--- src/rtl/reg_file_2r1w.sv ---
// reg_file_2r1w: two-read / one-write register file with byte-lane write
// strobes, registered 1-cycle reads and a one-entry-per-cycle clear sweep.
// Optional macro RF_WRITE_BYPASS_EN: a same-cycle read of the address being
// written returns the new data on strobed lanes; otherwise it returns the old data.
module reg_file_2r1w #(
    parameter int unsigned WIDTH  = 16,
    parameter int unsigned DEPTH  = 8,
    parameter int unsigned ADDR_W = 3
) (
    input  logic                CLK,
    input  logic                RST,
    input  logic                WrEn,
    input  logic [ADDR_W-1:0]   WrAddr,
    input  logic [WIDTH-1:0]    WrData,
    input  logic [WIDTH/8-1:0]  WrStrb,
    input  logic                RdEnA,
    input  logic [ADDR_W-1:0]   RdAddrA,
    input  logic                RdEnB,
    input  logic [ADDR_W-1:0]   RdAddrB,
    output logic [WIDTH-1:0]    RdDataA,
    output logic [WIDTH-1:0]    RdDataB,
    output logic                RdValidA,
    output logic                RdValidB,
    input  logic                ClrReq,
    output logic                Busy
);

    localparam int unsigned LANES = WIDTH / 8;

    localparam logic [0:0] IDLE  = 1'b0;
    localparam logic [0:0] CLEAR = 1'b1;

    logic [0:0]        state, state_nx;
    logic [ADDR_W-1:0] idx, idx_nx;
    logic [WIDTH-1:0]  mem [DEPTH];

    logic              idle_c;
    logic              wr_go_c;
    logic [WIDTH-1:0]  wmask_c;
    logic [WIDTH-1:0]  rd_a_c;
    logic [WIDTH-1:0]  rd_b_c;

    assign idle_c  = (state == IDLE);
    assign wr_go_c = WrEn && idle_c && (32'(WrAddr) < DEPTH);

    // Expand byte strobes into a per-bit write mask
    always_comb begin
        wmask_c = '0;
        for (int unsigned l = 0; l < LANES; l++) begin
            wmask_c[8*l +: 8] = {8{WrStrb[l]}};
        end
    end

    // Clear FSM next-state: sweep index walks 0..DEPTH-1 while in CLEAR
    always_comb begin
        state_nx = state;
        idx_nx   = idx;
        case (state)
            IDLE: begin
                if (ClrReq) begin
                    state_nx = CLEAR;
                    idx_nx   = '0;
                end
            end
            CLEAR: begin
                if (idx == ADDR_W'(DEPTH - 1)) begin
                    state_nx = IDLE;
                    idx_nx   = '0;
                end else begin
                    idx_nx = idx + ADDR_W'(1);
                end
            end
            default: begin
                state_nx = IDLE;
                idx_nx   = '0;
            end
        endcase
    end

    // FSM state, sweep index and Busy flag
    always_ff @(posedge CLK or negedge RST) begin
        if (!RST) begin
            state <= IDLE;
            idx   <= '0;
            Busy  <= 1'b0;
        end else begin
            state <= state_nx;
            idx   <= idx_nx;
            Busy  <= (state_nx == CLEAR);
        end
    end

    // Storage: sweep zeroing has priority; writes merge strobed lanes only
    always_ff @(posedge CLK or negedge RST) begin
        if (!RST) begin
            for (int unsigned e = 0; e < DEPTH; e++) begin
                mem[e] <= '0;
            end
        end else begin
            for (int unsigned e = 0; e < DEPTH; e++) begin
                if (!idle_c && (idx == ADDR_W'(e))) begin
                    mem[e] <= '0;
                end else if (wr_go_c && (WrAddr == ADDR_W'(e))) begin
                    mem[e] <= (mem[e] & ~wmask_c) | (WrData & wmask_c);
                end
            end
        end
    end

    // Read muxes; out-of-range addresses read as zero
    always_comb begin
        rd_a_c = '0;
        rd_b_c = '0;
        for (int unsigned e = 0; e < DEPTH; e++) begin
            if (RdAddrA == ADDR_W'(e)) rd_a_c = mem[e];
            if (RdAddrB == ADDR_W'(e)) rd_b_c = mem[e];
        end
`ifdef RF_WRITE_BYPASS_EN
        if (wr_go_c && (WrAddr == RdAddrA)) rd_a_c = (rd_a_c & ~wmask_c) | (WrData & wmask_c);
        if (wr_go_c && (WrAddr == RdAddrB)) rd_b_c = (rd_b_c & ~wmask_c) | (WrData & wmask_c);
`endif
    end

    // Registered read ports; data holds when not reading or during a sweep
    always_ff @(posedge CLK or negedge RST) begin
        if (!RST) begin
            RdDataA  <= '0;
            RdDataB  <= '0;
            RdValidA <= 1'b0;
            RdValidB <= 1'b0;
        end else begin
            RdValidA <= RdEnA && idle_c;
            RdValidB <= RdEnB && idle_c;
            if (RdEnA && idle_c) RdDataA <= rd_a_c;
            if (RdEnB && idle_c) RdDataB <= rd_b_c;
        end
    end

endmodule

--- config.mk ---
export PLATFORM = sky130hd
export DESIGN_NAME = reg_file_2r1w
export DESIGN_NICKNAME = d
export VERILOG_FILES = /design/src/rtl/reg_file_2r1w.sv
export SDC_FILE = /design/constraint.sdc
export NUM_CORES = 1
export LEC_CHECK = 0
export CORE_ASPECT_RATIO = 1.75
export CORE_UTILIZATION = 47
export DETAILED_ROUTE_END_ITERATION = 6
export PLACE_DENSITY = 0.69
export SLEW_MARGIN = 10
export SYNTH_ARGS = -nofsm -noshare
export SYNTH_HDL_FRONTEND = slang
export SYNTH_SLANG_ARGS = --single-unit
--- constraint.sdc ---
create_clock -name CLK -period 1.6 [get_ports CLK]
set_input_delay 0.24 -clock CLK [delete_from_list [all_inputs] [get_ports CLK]]
set_output_delay 0.24 -clock CLK [all_outputs]
set_load 0.1 [all_outputs]
After elaboration in Yosys (flattened, before gate mapping)
Index checks and enable logic that the tools add are counted.
- register bits: 166
- input bits: 33
- output and inout bits: 35
- logic and storage cells: 132
- add/subtract/negate cells: 1
- equality and inequality tests: 29
- muxes and demuxes: 38
- bitwise logic cells: 19
- reduce and logical (&&, ||, !) cells: 31
- operator list (cell ; count):
    two-way mux 16 bit ; 32
    bitwise AND 16 bit ; 9
    OR 16 bit ; 8
    == test 3 bit (second input constant) ; 16
    == test 3 x 2 -> 1 bit (second input constant) ; 8
    logical AND 1 bit ; 19
    inverter 16 bit ; 1
    nonzero test 2 bit ; 8
    == test 3 x 1 -> 1 bit (second input constant) ; 4
    logical NOT 3 bit ; 4
    two-way mux 3 bit ; 2
    one-hot mux 3 bit (2 select lines) ; 1
    adder 3 x 1 -> 3 bit (second input constant) ; 1
    two-way mux 1 bit ; 2
    inequality test 2 bit (second input constant) ; 1
    one-hot mux 1 bit (2 select lines) ; 1
    inverter 1 bit ; 1

Depth between registers and ports, before layout
- depth in word-level cells: 9
- depth in mapped cells: 7
- depth with buffers taken out: 5

Worst setup path before layout
No wires, ideal clock.
- kind: reg-to-reg
- from: reg state
- to: reg mem[104] (netlist name)
- setup time: 128 ps
- arrival: 2037 ps
- data required time: 1472 ps
- path slack: -566 ps
- stages on the path, launching flop included: 6
- path buffers: 1
- clock period less this slack: 2166 ps
- cell sequence: dfrtp_1 -> buf_2 -> and4bb_2 -> nand2_1 -> mux2i_1 -> nor2_1
- word-level cells in the longest chain between the ends: 4
- elaborated cells on any way between the ends: 6
- classes of those cells: 1 x mux; 1 x bitwise; 4 x reduce/logical
- ends and longest elaborated chain (item ; RTL line ; RTL):
    start: declaration ; 33 ; logic [0:0] state, state_nx;
    start signal: assignment ; 87 ; state <= state_nx;
    inverter 1 bit ; -- ;
    logical AND 1 bit ; 44 ; assign wr_go_c = WrEn && idle_c && (32'(WrAddr) < DEPTH);
    logical AND 1 bit ; 103 ; end else if (wr_go_c && (WrAddr == ADDR_W'(e))) begin
    nonzero test 2 bit (no line) ; -- ;
    end signal: indexed assignment ; 104 ; mem[e] <= (mem[e] & ~wmask_c) | (WrData & wmask_c);
    end: declaration ; 35 ; logic [WIDTH-1:0] mem [DEPTH];
Several ways; a longest one is shown, not always the timed one.
A chain may end at the register's enable or synchronous reset.

Worst setup path in the final report
- from: reg state
- to: reg RdDataB[11]
- word-level cells in the longest chain between the ends: 2
- ends and longest elaborated chain (item ; RTL line ; RTL):
    inverter 1 bit ; -- ;
    logical AND 1 bit ; 135 ; if (RdEnB && idle_c) RdDataB <= rd_b_c;
    end signal: assignment ; 135 ;
    end: declaration ; 21 ; output logic [WIDTH-1:0] RdDataB,
No other way between the ends.

==> results.md <==
* Cell repeated most along the worst path: buf_4
* Clock Sinks at roughly 170
* Average vias per placed instance at between 6 and 7
* Routed wire length at 34.8 mm
* First-pass GRT wire length at about 53 mm
* Yosys reg bits at between 150 and 200
* Clk buf depth at 2
* Max Slew Vio Count at 0
* Die area at 19500 um2
* CP required at about 1900 ps
* Initial antenna violation count at 0
* Yosys top cell by area: dfrtp_1
* Share of layout cells above drive strength 1 at a little over a quarter
* Final WS setup at -137 ps
* Most common cell in the netlist: dfrtp_1
* Clock Latency Late Sink at approximately 440 ps
* Count of cell types in the netlist at 43
* DRT Pass-1 Iters at 5
* Layout fillers at approximately 1400
* Worst-Margin Slew at roughly 600 ps
* Clk_skew at 12.9 ps
* Routability Congestion at approximately 0.94
* Avg Synthesized Cell Area at a little under 9 um2
* Max Cap Viol at 0
* Post-synth top cells: dfrtp_1, nand2_1, o21ai_0
* GRT overflow at 0
* Slowest-stage cell, CP: dfrtp_4
* Die height at about 180 um
* Cell Rows at 66
* Largest net degree at the start of global routing at 39
* PD cells at approximately 1700 nW/um2
* Clock-pin slew on the worst setup and hold paths at 70 ps
* Failing checks: setup timing
* Die X at 106 um
* Final Hold Viols at 0
* # port buffers at 67
* Maximum VDD drop at around 1700 uV
* DRC at 0
* Syn_nets at roughly 1100
* YS warnings at 0
* Pwr Total at ~21 mW
* Post-synth ARST share at 100%
* EDFF count, synth at 0
* RSZ-0062 raised after global routing: yes
* Nets@finish at 1204
* Total track usage at between 30 and 40%
* WL per Instance at between 20 and 25 um
* Num ports at 68
* Worst hold slack at 274 ps
* DP HPWL at around 24 mm
* Synthesis-to-finish area growth at 39.9%
* Remaining antenna violation count after routing at 0
* Setup CP Type: reg -> reg
* Crit path cell chain: buf_4 > buf_4 > nand2b_4 > or2_4 > o22ai_1 > a31oi_1
* Final setup viols at 69
* Number of global-route vias before repair at about 9400
* Core area at 18600 um2
* Startpoint types: flop
* Crit share post-route at 109%
* Pleak at between 5 and 6 nW
* Htree depth at 4
* Top_reg_cell synth: dfrtp_1
* TritonCTS buffer count at 17
* Mapped Cells at about 1000
* Slew HR at 59.7%
* CTS tree: yes
* Minimum clock period at ~1700 ps
* Hold WC Path Type: in -> async
* N_diodes at 0
* Iter 0 DRT Violations at roughly 650
* Top cells by area, synth: dfrtp_1, mux2i_1, o21ai_0
* Sequential fraction of the synthesis area at between 40% and 50%
* Initial Util at approximately 48%
* Via Count at 8940
* Synth Cell Area at approximately 8900 um2
* Synth top area share at between 40% and 50%
* Root Driver: clkbuf_16
* Critical-path maximum fanout at 7
* CP max stage delay at 520 ps
* Crit path capture type: flop
* CP arrival at roughly 2100 ps
* Outcome: finished with violations
* Max Clk Rate at between 0.5 and 0.6 GHz
## flip-flops by register name (all words and copies together), names as in the netlist
| name | flops |
|---|---|
| RdDataA | 16 |
| state | 1 |
| RdValidB | 1 |
| mem | 128 |
| idx | 3 |
| RdValidA | 1 |
| RdDataB | 16 |
## placed cells by master, fill, tap and decap left out, types with 26 or more instances in the layout
cell type / n
dfrtp_1: 165
buf_12: 61
clkdlybuf4s50_1: 26
o21ai_1: 32
buf_4: 103
o21ai_0: 97
mux2i_1: 96
nor2_1: 92
nand2_1: 141
o2bb2ai_1: 26
a31oi_1: 27
a21oi_1: 71
## repair_timing
item	in CTS	in global routing
cloned	6	3
endpoints found under the setup margin	89	144
gates resized for setup	33	113
hold buffers	1	0
pin swaps	10	26
hold endpoints to repair	30	0
setup buffers	9	4
## routing by layer
metal / vias up / global-route usage (%) / share of wire, %
li1: 3895 / - / -
met1: 4300 / 37.0 / 32
met2: 512 / 64.3 / 50
met3: 233 / 5.88 / 5.8
met4: 0 / 36.8 / 12
met5: - / 0 / 0
## critical path, delay by kind of cell, from the launching register on
kind	cells	cell delay, ps
flip-flops	1	520
AND/OR/NAND/NOR	2	490
buffers and inverters	2	350
AO/OA/AOI/OAI	2	250
## layout make-up
cell class                 count  area [um2]  share of cell area [%]
multi-input combinational    756        4820                    38.7
sequential                   166        4160                    33.4
timing repair buffer         214        2530                    20.3
clock buffer                  18         439                    3.53
tap                          238         298                    2.39
clock inverter                14         159                    1.28
inverter                      10        43.8                   0.352
## metrics by stage
stage          setup TNS [ps]  setup slack, ps  std cells  area, um2  utilization (%)
6_report                -3540             -137       1416      12500             67.0
5_1_grt                 -8380             -197       1416      12500             67.0
4_1_cts                 -4040             -136       1411      12100             64.9
3_5_place_dp           -38740             -430       1363      11200             60.1
3_3_place_gp           -34710             -386       1363      11200             60.1
2_1_floorplan           -6290             -137       1012       9040                -
## report_power, final
part | leakage (nW) | internal (mW) | switching [mW]
sequential | 2.20 | 5.51 | 1.57
combinational | 3.12 | 3.91 | 6.01
clock | 0.289 | 2.38 | 1.86
total | 5.61 | 11.8 | 9.43
## final timing paths
check	startpoint	end	slack [ps]	cells after the start
setup / recovery	state	RdDataB[11]	-140	6
hold / removal	RST	mem[91]	270	2
setup reg to reg	state	RdDataB[11]	-140	6
hold reg to reg	idx[0]	idx[0]	550	1
max in group asynchronous	RST	RdDataB[3]	760	3
min in group CLK	RdAddrA[0]	RdDataA[3]	410	4
## kinds of logic after synthesis
| group | synth area share [%] |
|---|---|
| simple gates | 15.9 |
| compound gates | 20.1 |
| flops | 46.7 |
| mux | 11.9 |
| buf+inv | 4.47 |
| fa+ha+maj | 0.844 |
No activity file was read; power rests on OpenSTA's default activity.
